**config.mk**
```make
export PLATFORM = sky130hd
export DESIGN_NAME = vip_uart_line_capture
export DESIGN_NICKNAME = d
export VERILOG_FILES = /design/src/rtl/vip_uart_line_capture.sv
export SDC_FILE = /design/constraint.sdc
export NUM_CORES = 1
export LEC_CHECK = 0
export CELL_PAD_IN_SITES_DETAIL_PLACEMENT = 1
export CELL_PAD_IN_SITES_GLOBAL_PLACEMENT = 1
export CORE_UTILIZATION = 55
export DETAILED_ROUTE_END_ITERATION = 8
export GPL_TIMING_DRIVEN = 1
export MAX_ROUTING_LAYER = met4
export PLACE_DENSITY = 0.78
export SYNTH_ARGS = -nofsm -noshare
export SYNTH_HDL_FRONTEND = slang
export SYNTH_SLANG_ARGS = --single-unit
```
**constraint.sdc**
```tcl
create_clock -name clk_i -period 6.62 [get_ports clk_i]
set_input_delay 0.662 -clock clk_i [delete_from_list [all_inputs] [get_ports clk_i]]
set_output_delay 0.662 -clock clk_i [all_outputs]
set_load 0.03 [all_outputs]
```
**src/rtl/vip_uart_line_capture.sv**
```systemverilog
// rtl/vip_uart_line_capture.sv - multi-channel UART RX capture presenting newline-terminated lines on one stream
module vip_uart_line_capture #(
  parameter int NumChan   = 1,
  parameter int LineDepth = 64,
  parameter int DivWidth  = 16,
  localparam int ChanW    = (NumChan > 1) ? $clog2(NumChan) : 1
) (
  input  logic                clk_i,
  input  logic                rst_ni,
  input  logic [DivWidth-1:0] clk_div_i,
  input  logic [NumChan-1:0]  uart_rx_i,
  output logic                line_valid_o,
  input  logic                line_ready_i,
  output logic [7:0]          line_data_o,
  output logic [ChanW-1:0]    line_chan_o,
  output logic                line_last_o,
  output logic [NumChan-1:0]  frame_err_o,
  output logic [NumChan-1:0]  overflow_o,
  input  logic [NumChan-1:0]  clr_i
);

  localparam int          AW      = $clog2(LineDepth);
  localparam logic [AW:0] FullC   = (AW+1)'(LineDepth);
  localparam logic [AW:0] AlmostC = (AW+1)'(LineDepth - 1);

  localparam logic [2:0] StIdle  = 3'd0;
  localparam logic [2:0] StStart = 3'd1;
  localparam logic [2:0] StData  = 3'd2;
  localparam logic [2:0] StStop  = 3'd3;
  localparam logic [2:0] StBreak = 3'd4;

  logic [NumChan-1:0]  sync1_q, sync2_q;
  logic [2:0]          state_q [NumChan];
  logic [2:0]          state_d [NumChan];
  logic [DivWidth-1:0] cnt_q   [NumChan];
  logic [DivWidth-1:0] cnt_d   [NumChan];
  logic [DivWidth-1:0] div_q   [NumChan];
  logic [DivWidth-1:0] div_d   [NumChan];
  logic [2:0]          bit_q   [NumChan];
  logic [2:0]          bit_d   [NumChan];
  logic [7:0]          shift_q [NumChan];
  logic [7:0]          shift_d [NumChan];
  logic [NumChan-1:0]  rx_push, ferr_d, ferr_q;

  logic [8:0]          mem_q   [NumChan][LineDepth];
  logic [AW-1:0]       wptr_q  [NumChan];
  logic [AW-1:0]       wptr_d  [NumChan];
  logic [AW-1:0]       rptr_q  [NumChan];
  logic [AW-1:0]       rptr_d  [NumChan];
  logic [AW:0]         occ_q   [NumChan];
  logic [AW:0]         occ_d   [NumChan];
  logic [AW:0]         pend_q  [NumChan];
  logic [AW:0]         pend_d  [NumChan];
  logic [NumChan-1:0]  ovf_q, ovf_d, do_push, push_last, pop, pop_last, has_line;

  logic                locked_q, locked_d;
  logic [ChanW-1:0]    sel_q, sel_d, rr_q, rr_d, pick;
  logic                found;
  logic [8:0]          head;

  // Two-flop synchronisers, preset to the idle-high line level
  always_ff @(posedge clk_i or negedge rst_ni) begin
    if (!rst_ni) begin
      sync1_q <= '1;
      sync2_q <= '1;
    end else begin
      sync1_q <= uart_rx_i;
      sync2_q <= sync1_q;
    end
  end

  // Per-channel receive FSM: mid-bit sampling with a divisor latched at the start edge
  always_comb begin
    for (int ch = 0; ch < NumChan; ch++) begin
      state_d[ch] = state_q[ch];
      cnt_d[ch]   = cnt_q[ch];
      div_d[ch]   = div_q[ch];
      bit_d[ch]   = bit_q[ch];
      shift_d[ch] = shift_q[ch];
      rx_push[ch] = 1'b0;
      ferr_d[ch]  = 1'b0;
      case (state_q[ch])
        StIdle: begin
          if (!sync2_q[ch]) begin
            div_d[ch]   = clk_div_i;
            cnt_d[ch]   = clk_div_i >> 1;
            state_d[ch] = StStart;
          end
        end
        StStart: begin
          if (cnt_q[ch] <= DivWidth'(1)) begin
            if (!sync2_q[ch]) begin
              state_d[ch] = StData;
              bit_d[ch]   = 3'd0;
              cnt_d[ch]   = div_q[ch];
            end else begin
              state_d[ch] = StIdle;
            end
          end else begin
            cnt_d[ch] = cnt_q[ch] - DivWidth'(1);
          end
        end
        StData: begin
          if (cnt_q[ch] <= DivWidth'(1)) begin
            shift_d[ch] = {sync2_q[ch], shift_q[ch][7:1]};
            cnt_d[ch]   = div_q[ch];
            bit_d[ch]   = bit_q[ch] + 3'd1;
            if (bit_q[ch] == 3'd7) state_d[ch] = StStop;
          end else begin
            cnt_d[ch] = cnt_q[ch] - DivWidth'(1);
          end
        end
        StStop: begin
          if (cnt_q[ch] <= DivWidth'(1)) begin
            if (sync2_q[ch]) begin
              rx_push[ch] = 1'b1;
              state_d[ch] = StIdle;
            end else begin
              ferr_d[ch]  = 1'b1;
              state_d[ch] = StBreak;
            end
          end else begin
            cnt_d[ch] = cnt_q[ch] - DivWidth'(1);
          end
        end
        StBreak: begin
          if (sync2_q[ch]) state_d[ch] = StIdle;
        end
        default: state_d[ch] = StIdle;
      endcase
    end
  end

  // Line FIFO bookkeeping: forced terminator at full depth, pending-line count, sticky overflow
  always_comb begin
    for (int ch = 0; ch < NumChan; ch++) begin
      pop[ch]       = locked_q && line_ready_i && (sel_q == ChanW'(ch));
      pop_last[ch]  = pop[ch] && head[8];
      do_push[ch]   = rx_push[ch] && (occ_q[ch] != FullC);
      push_last[ch] = (shift_q[ch] == 8'h0A) || (occ_q[ch] == AlmostC);
      wptr_d[ch]    = do_push[ch] ? wptr_q[ch] + AW'(1) : wptr_q[ch];
      rptr_d[ch]    = pop[ch] ? rptr_q[ch] + AW'(1) : rptr_q[ch];
      occ_d[ch]     = occ_q[ch];
      if (do_push[ch] && !pop[ch]) occ_d[ch] = occ_q[ch] + (AW+1)'(1);
      else if (!do_push[ch] && pop[ch]) occ_d[ch] = occ_q[ch] - (AW+1)'(1);
      pend_d[ch]    = pend_q[ch];
      if ((do_push[ch] && push_last[ch]) && !pop_last[ch]) pend_d[ch] = pend_q[ch] + (AW+1)'(1);
      else if (!(do_push[ch] && push_last[ch]) && pop_last[ch]) pend_d[ch] = pend_q[ch] - (AW+1)'(1);
      ovf_d[ch]     = (ovf_q[ch] && !clr_i[ch]) || (rx_push[ch] && (occ_q[ch] == FullC));
      has_line[ch]  = (pend_q[ch] != '0);
    end
  end

  // Head entry of the channel currently locked by the arbiter
  always_comb begin
    head = '0;
    for (int ch = 0; ch < NumChan; ch++) begin
      if (sel_q == ChanW'(ch)) head = mem_q[ch][rptr_q[ch]];
    end
  end

  // Round-robin arbiter: hold one channel for a whole line, then advance past it
  always_comb begin
    locked_d = locked_q;
    sel_d    = sel_q;
    rr_d     = rr_q;
    found    = 1'b0;
    pick     = '0;
    for (int k = 0; k < NumChan; k++) begin
      for (int ch = 0; ch < NumChan; ch++) begin
        if (!found && has_line[ch] && (ch == ((int'(rr_q) + k) % NumChan))) begin
          found = 1'b1;
          pick  = ChanW'(ch);
        end
      end
    end
    if (!locked_q) begin
      if (found) begin
        locked_d = 1'b1;
        sel_d    = pick;
      end
    end else if (line_ready_i && head[8]) begin
      locked_d = 1'b0;
      rr_d     = (sel_q == ChanW'(NumChan - 1)) ? '0 : sel_q + ChanW'(1);
    end
  end

  // State registers for receivers, FIFO pointers and arbiter
  always_ff @(posedge clk_i or negedge rst_ni) begin
    if (!rst_ni) begin
      for (int ch = 0; ch < NumChan; ch++) begin
        state_q[ch] <= StIdle;
        cnt_q[ch]   <= '0;
        div_q[ch]   <= '0;
        bit_q[ch]   <= '0;
        shift_q[ch] <= '0;
        wptr_q[ch]  <= '0;
        rptr_q[ch]  <= '0;
        occ_q[ch]   <= '0;
        pend_q[ch]  <= '0;
      end
      ferr_q   <= '0;
      ovf_q    <= '0;
      locked_q <= 1'b0;
      sel_q    <= '0;
      rr_q     <= '0;
    end else begin
      for (int ch = 0; ch < NumChan; ch++) begin
        state_q[ch] <= state_d[ch];
        cnt_q[ch]   <= cnt_d[ch];
        div_q[ch]   <= div_d[ch];
        bit_q[ch]   <= bit_d[ch];
        shift_q[ch] <= shift_d[ch];
        wptr_q[ch]  <= wptr_d[ch];
        rptr_q[ch]  <= rptr_d[ch];
        occ_q[ch]   <= occ_d[ch];
        pend_q[ch]  <= pend_d[ch];
      end
      ferr_q   <= ferr_d;
      ovf_q    <= ovf_d;
      locked_q <= locked_d;
      sel_q    <= sel_d;
      rr_q     <= rr_d;
    end
  end

  // FIFO storage; contents are meaningless after reset because the pointers are cleared
  always_ff @(posedge clk_i) begin
    for (int ch = 0; ch < NumChan; ch++) begin
      if (do_push[ch]) mem_q[ch][wptr_q[ch]] <= {push_last[ch], shift_q[ch]};
    end
  end

  assign line_valid_o = locked_q;
  assign line_data_o  = locked_q ? head[7:0] : 8'h00;
  assign line_last_o  = locked_q && head[8];
  assign line_chan_o  = locked_q ? sel_q : '0;
  assign frame_err_o  = ferr_q;
  assign overflow_o   = ovf_q;

endmodule
```
==> results of run 1 <==
## area by class of cell
type	count	area [um2]	share of cell area
flip-flops and latches	653	19200	0.651
multi-input cells	654	6970	0.236
clock buffers	83	1830	0.0619
well taps	615	769	0.0260
repair buffers	55	505	0.0171
clock inverters	35	216	0.00732
inverters	10	37.5	0.00127
## synth_stat cells (18+ instances only)
| cell | count | area (um2) |
|---|---|---|
| clkbuf_1 | 26 | 97.6 |
| nand2_1 | 48 | 180 |
| o21ai_0 | 35 | 175 |
| mux2i_1 | 38 | 380 |
| ha_1 | 18 | 225 |
| mux4_2 | 148 | 3330 |
| dfrtp_1 | 75 | 1880 |
| edfxtp_1 | 576 | 17300 |
| nor2_1 | 91 | 342 |
| a21oi_1 | 25 | 125 |
| a22oi_1 | 20 | 150 |
| mux2_2 | 34 | 383 |
| buf_2 | 21 | 105 |
## power breakdown
part / leakage (nW) / internal (W) / switching, W
clock network: 1.01 / 0.00204 / 0.00152
registers: 5.00 / 0.00454 / 0.000411
logic: 2.21 / 0.000936 / 0.00105
## routing by layer
metal,up-vias,part of all wire,track usage
met5,-,0,-
met1,7256,0.39,0.343
met2,510,0.52,0.446
met4,0,0.031,0.0968
li1,5753,-,-
met3,117,0.059,0.0394
## worst register-to-register path, cell delays in order, from the launching register on
cell and delay [ns]:
dfrtp_4 1.04, buf_12 0.42, mux4_2 0.62, o211ai_1 0.18
a21oi_1 0.09, a22o_1 0.30, nand2_1 0.10, ha_1 0.23
inv_1 0.17, fa_1 0.43, a21oi_1 0.15, o21bai_1 0.11
a21oi_1 0.21, nor3_1 0.08, a211o_1 0.25, xor2_1 0.14
## per-stage QoR
stage / cells / worst slack, ns / instance area [um2] / utilization / power (W)
floorplan: 1394 / 1.42 / 26700 / - / 0.00645
detailed placement: 1986 / 1.98 / 27500 / 0.576 / 0.00703
finish: 2105 / 1.40 / 29600 / 0.619 / 0.0105
global placement: 1986 / 2.05 / 27500 / 0.576 / 0.00696
global route: 2105 / 1.26 / 29600 / 0.619 / 0.0109
CTS: 2105 / 1.36 / 29600 / 0.619 / 0.0106
## repair_timing
action | CTS | global route
endpoints found under the hold margin | 23 | 0
hold buffers | 1 | 0
endpoints found under the setup margin | 0 | 0
## state kept, by name, summed over array words and instances (netlist names)
name / flops
frame_err_o: 1
div_q: 16
shift_q: 8
state_q: 3
line_valid_o: 1
mem_q: 576
sync1_q: 1
pend_q: 7
bit_q: 3
occ_q: 7
rptr_q: 6
sync2_q: 1
wptr_q: 6
overflow_o: 1
cnt_q: 16
## final timing paths
kind,from,to,slack [ns],depth (start not counted)
max in group asynchronous,rst_ni,shift_q[6],4.99,3
max reg2reg,rptr_q[0],pend_q[6],2.00,15
min reg2reg,sync1_q,sync2_q,0.36,0
min in group asynchronous,rst_ni,pend_q[5],0.50,2
max,rptr_q[0],line_data_o[2],1.40,6
min,sync1_q,sync2_q,0.36,0
## kinds of logic (layout without fill, tap and decap cells)
logic type | after synthesis | count (layout) | share of synthesized area
buffers and inverters | 87 | 183 | 0.0183
other | 1 | 1 | 0.000141
xor gates and xnor gates | 24 | 24 | 0.00788
and+or+nand+nor | 227 | 227 | 0.0423
adders and majority gates | 20 | 20 | 0.00995
DFF | 653 | 653 | 0.721
muxes | 228 | 228 | 0.162
AOI/OAI and AO/OA | 154 | 154 | 0.0388
==> summary.md, run 1 <==
| Metric | Value |
|---|---|
| Status | `completed` |
| Critical path required time | `between 5 and 6 ns` |
| DRT Pass-1 Iters | `6` |
| Post-synth design cell area | `26700 um2` |
| Vias | `13636` |
| Bufs and invs on worst path | `2` |
| Final Wtd Congestion | `~0.81` |
| Most frequent cells in the layout | `edfxtp_1, mux4_2, nor2_1, clkbuf_16, dfrtp_1` |
| Yosys warning total | `0` |
| Critical path cell sequence | `buf_4, mux4_2, mux4_2, o211ai_1, nand2_1, clkdlybuf4s50_1` |
| Max-Cap Viols | `0` |
| Vias in the first global route | `~15000` |
| Slowest stage delay, CP | `1.04 ns` |
| Setup CP Type | `register to output port` |
| First-pass GRT wire length | `93800 um` |
| Hold/Removal Path Class | `register to register` |
| Number of flops mapped to enable cells by yosys | `576` |
| Average via count per standard cell | `6.48` |
| CP max-delay cell | `dfrtp_4` |
| Share of cells above drive strength 1 | `0.217` |
| Crit path time final | `5.22 ns` |
| Seq cells post-synth | `653` |
| Ys flop type | `edfxtp_1` |
| H-Tree Depth | `3` |
| Clk sinks | `653` |
| DR WL/cell | `29.5 um` |
| Fmax | `~190 MHz` |
| Antenna violations before repair | `0` |
| Die Span X | `~220 um` |
| Crit share post-route | `0.788` |
| Clk slew on worst S/H paths | `0.06 ns` |
| P_leak | `8.23 nW` |
| Async SR Flop Fraction | `0.118` |
| Port bufs | `32` |
| Setup TNS | `0 ns` |
| Layout filler cell count | `around 4000` |
| CP most frequent cell | `mux4_2` |
| Hold Vio Cnt, Final | `0` |
| CTS tree | `yes` |
| Pwr Density | `355 nW/um2` |
| Nets | `1483` |
| Area of the core | `47700 um2` |
| Post-synth cell types | `69` |
| Worst vdd ir | `just under 0.0002 V` |
| Area grow syn2layout | `10.9%` |
| Syn_nets | `roughly 1400` |
| Top delay family on crit path | `buffers and inverters` |
| Max_slew headroom | `0.0880` |
| GR Overflow Total | `0` |
| CTS root buffer | `clkbuf_16` |
| Crit Path Max Fanout | `42` |
| CP arrival | `roughly 4.6 ns` |
| ANT cells | `0` |
| Die Height | `222 um` |
| Cts repair resizes | `0` |
| Post-synthesis area per instance | `between 15 and 20 um2` |
| Most common cell after layout, fill and taps aside | `edfxtp_1` |
| # setup viols final | `0` |
| Longest Clk Path Bufs | `3` |
| DRC errors left | `0` |
| Clock Latency Late Sink | `slightly above 0.6 ns` |
| Dpl hpwl | `around 38000 um` |
| Detail Route Antenna Nets | `0` |
| CTS Buf Count | `68` |
| # rows | `80` |
| Register area share after synthesis | `0.721` |
| RSZ-0062 raised after global routing | `false` |
| Total track usage | `0.270` |
| Die ar. | `between 40000 and 50000 um2` |
| Post-CTS Setup Inserts | `0` |
| 1st-iter DRT viols | `1204` |
| Initial Utilization | `0.558` |
| Clk_skew | `0.0368 ns` |
| Startpoint Class | `register` |
| Post-Syn Instances | `approximately 1400` |
| Max Slew Vio Count | `0` |
| WL final | `a little over 60000 um` |
| Worst Tran Pin Value | `1.36 ns` |
| Setup crit end kind | `output port` |
| Largest net degree at the start of global routing | `70` |
| IO Count | `34` |
| Hold Slack | `0.355 ns` |
No activity file was read; power rests on OpenSTA's default activity.
==> run 2, diff against run 1 <==
--- a/config.mk
+++ b/config.mk
@@ -7,11 +7,11 @@
 export LEC_CHECK = 0
 export CELL_PAD_IN_SITES_DETAIL_PLACEMENT = 1
 export CELL_PAD_IN_SITES_GLOBAL_PLACEMENT = 1
-export CORE_UTILIZATION = 55
+export CORE_UTILIZATION = 50
 export DETAILED_ROUTE_END_ITERATION = 8
 export GPL_TIMING_DRIVEN = 1
 export MAX_ROUTING_LAYER = met4
-export PLACE_DENSITY = 0.78
+export PLACE_DENSITY = 0.75
 export SYNTH_ARGS = -nofsm -noshare
 export SYNTH_HDL_FRONTEND = slang
 export SYNTH_SLANG_ARGS = --single-unit
==> constraint.sdc (replaced) <==
create_clock -name clk_i -period 4.5 [get_ports clk_i]
set_input_delay 0.45 -clock clk_i [delete_from_list [all_inputs] [get_ports clk_i]]
set_output_delay 0.45 -clock clk_i [all_outputs]
set_load 0.03 [all_outputs]
==> run 2 against run 1 <==
Total power up 50%. Non-clock buffer count increased by 78. Critical endpoint is now line_data_o[3]. Critical path type unchanged. Setup slack lost 1.2 ns. Global-route usage shrank 1.9 points. Routed wire length increased by 1.5%. Highest routed layer unchanged. Sequential share of layout area decreased by 1.8 points.
==> summary.md, run 2 (synthesized netlist as in run 1, its figures left out) <==
| Metric | Value |
|---|---|
| CTS Buf Count | `69 (+1.5%)` |
| # setup viols final | `0 (unchanged)` |
| Die Height | `233 um (+4.8%)` |
| Clk sinks | `653 (unchanged)` |
| Crit path time final | `between 4 and 5 ns` |
| Dpl hpwl | `40100 um (+4.8%)` |
| Area grow syn2layout | `14.1%` |
| Critical path required time | `4.05 ns (-1.91 ns)` |
| CTS root buffer | `clkbuf_16` |
| Max Slew Vio Count | `0 (unchanged)` |
| Initial Utilization | `0.506 (-0.0521)` |
| Hold Slack | `0.263 ns (-0.0922 ns)` |
| Crit Path Max Fanout | `36 (-14%)` |
| Slowest stage delay, CP | `0.81 ns (-0.23 ns)` |
| WL final | `63100 um (+1.5%)` |
| Worst Tran Pin Value | `1.16 ns (-0.206 ns)` |
| Most frequent cells in the layout | `edfxtp_1, mux4_2, buf_4, nor2_1, clkbuf_16` |
| Post-route cell area | `30400 um2 (+2.8%)` |
| Longest Clk Path Bufs | `3 (unchanged)` |
| Startpoint Class | `register` |
| Total track usage | `0.251 (-0.0188)` |
| DRC errors left | `0 (unchanged)` |
| 1st-iter DRT viols | `1218 (+1.2%)` |
| Max-Cap Viols | `0 (unchanged)` |
| Pwr Density | `517 nW/um2 (+46%)` |
| Clk slew on worst S/H paths | `0.06 ns (about the same)` |
| Nets | `1562 (+5.3%)` |
| GR Overflow Total | `0 (unchanged)` |
| Clk_skew | `0.0287 ns (-0.00816 ns)` |
| Max reg flops | `576 (unchanged)` |
| H-Tree Depth | `3 (unchanged)` |
| Largest net degree at the start of global routing | `67 (-4.3%)` |
| Crit share post-route | `0.964` |
| CTS tree | `yes` |
| Placed inst area | `28200 um2 (+2.4%)` |
| Port bufs | `32 (unchanged)` |
| DRT Pass-1 Iters | `5 (-1)` |
| Die Span X | `233 um (+4.8%)` |
| Final Wtd Congestion | `0.862 (+6.3%)` |
| Setup crit end kind | `output port` |
| Setup TNS | `0 ns (unchanged)` |
| First-pass GRT wire length | `95800 um (+2.2%)` |
| CP max-delay cell | `dfrtp_4` |
| Die ar. | `54200 um2 (+9.9%)` |
| Max_slew headroom | `0.229 (+0.141)` |
| Vias | `13807 (+1.3%)` |
| Clock Latency Late Sink | `0.61 ns (about the same)` |
| Status | `completed` |
| Average via count per standard cell | `6.10 (-5.8%)` |
| Vias in the first global route | `14642 (+0.12%)` |
| Most common cell after layout, fill and taps aside | `edfxtp_1` |
| IO Count | `34 (unchanged)` |
| Top delay family on crit path | `buffers and inverters` |
| Placed Cells incl. Taps | `2136 (+7.6%)` |
| Antenna violations before repair | `0 (unchanged)` |
| Fmax | `231 MHz` |
| R2R Setup Slk | `0.43 ns (-1.57 ns)` |
| Detail Route Antenna Nets | `0 (unchanged)` |
| Hold/Removal Path Class | `primary input to register` |
| Setup CP Type | `register to output port` |
| DR WL/cell | `27.9 um (-5.6%)` |
| # rows | `84 (+5.0%)` |
| Area of the core | `52700 um2 (+10%)` |
| CP arrival | `3.89 ns (-0.66 ns)` |
| Hold Vio Cnt, Final | `0 (unchanged)` |
| Final non-filler cell total | `2262 (+7.5%)` |
| ANT cells | `0 (unchanged)` |
| Critical path cell sequence | `buf_4, mux4_2, mux2i_1, a22oi_1, o211ai_1, o21ai_1, clkdlybuf4s50_1` |
| Bufs and invs on worst path | `2 (unchanged)` |
| Share of cells above drive strength 1 | `0.262 (+0.0456)` |
| Worst vdd ir | `0.000355 V (+78%)` |
| P_leak | `8.69 nW (+5.7%)` |
==> run 2: cell count changes in the layout (fill, tap and decap cells not counted), moves of 2 or more <==
cell | previous run | this run
buf_6 | 0 | 3
clkinv_1 | 17 | 12
clkinv_2 | 12 | 18
buf_4 | 22 | 96
bufinv_16 | 2 | 4
inv_6 | 1 | 3
==> run 2: cell type report <==
cell class,instances,area [um2]
clock buffer,84,1870
clock inverter,40,313
fill,4575,22200
inverter,10,37.5
multi-input combinational,654,6970
sequential,653,19200
tap,688,861
timing repair buffer,133,1120
==> run 2: final timing paths <==
| kind | start | endpoint | cells after the start |
|---|---|---|---|
| hold reg to reg | sync1_q | sync2_q | 0 |
| max in group asynchronous | rst_ni | sync2_q | 3 |
| min in group asynchronous | rst_ni | cnt_q[8] | 2 |
| setup / recovery | rptr_q[1] | line_data_o[3] | 7 |
| hold / removal | uart_rx_i | sync1_q | 1 |
| setup reg to reg | rptr_q[0] | pend_q[6] | 16 |
==> run 2: metal layers <==
| layer | global-route usage | routed length [um] | vias up |
|---|---|---|---|
| met2 | 0.420 | 33000 | 373 |
| li1 | - | - | 5913 |
| met5 | - | 0 | - |
| met3 | 0.0376 | 2740 | 104 |
| met1 | 0.320 | 25800 | 7417 |
| met4 | 0.0703 | 1520 | 0 |
==> run 2: metrics by stage <==
step	util	setup slack, ns	total power (W)
detailed placement	0.535	0.347	0.0103
global route	0.578	-0.00178	0.0163
CTS	0.577	0.0142	0.0158
finish	0.578	0.163	0.0157
floorplan	-	0.546	0.00947
global placement	0.535	0.506	0.0102
==> run 2: power breakdown <==
| part | switching (W) | internal, W |
|---|---|---|
| Combinational | 0.00169 | 0.00144 |
| Clock | 0.00231 | 0.00319 |
| Sequential | 0.000421 | 0.00669 |
==> run 2: repair_timing <==
action                                 CTS  global route
hold buffers                             1             0
setup endpoints to repair                1             6
buffers inserted                         0             1
endpoints found under the hold margin   40             0
gates resized for setup                  1             2
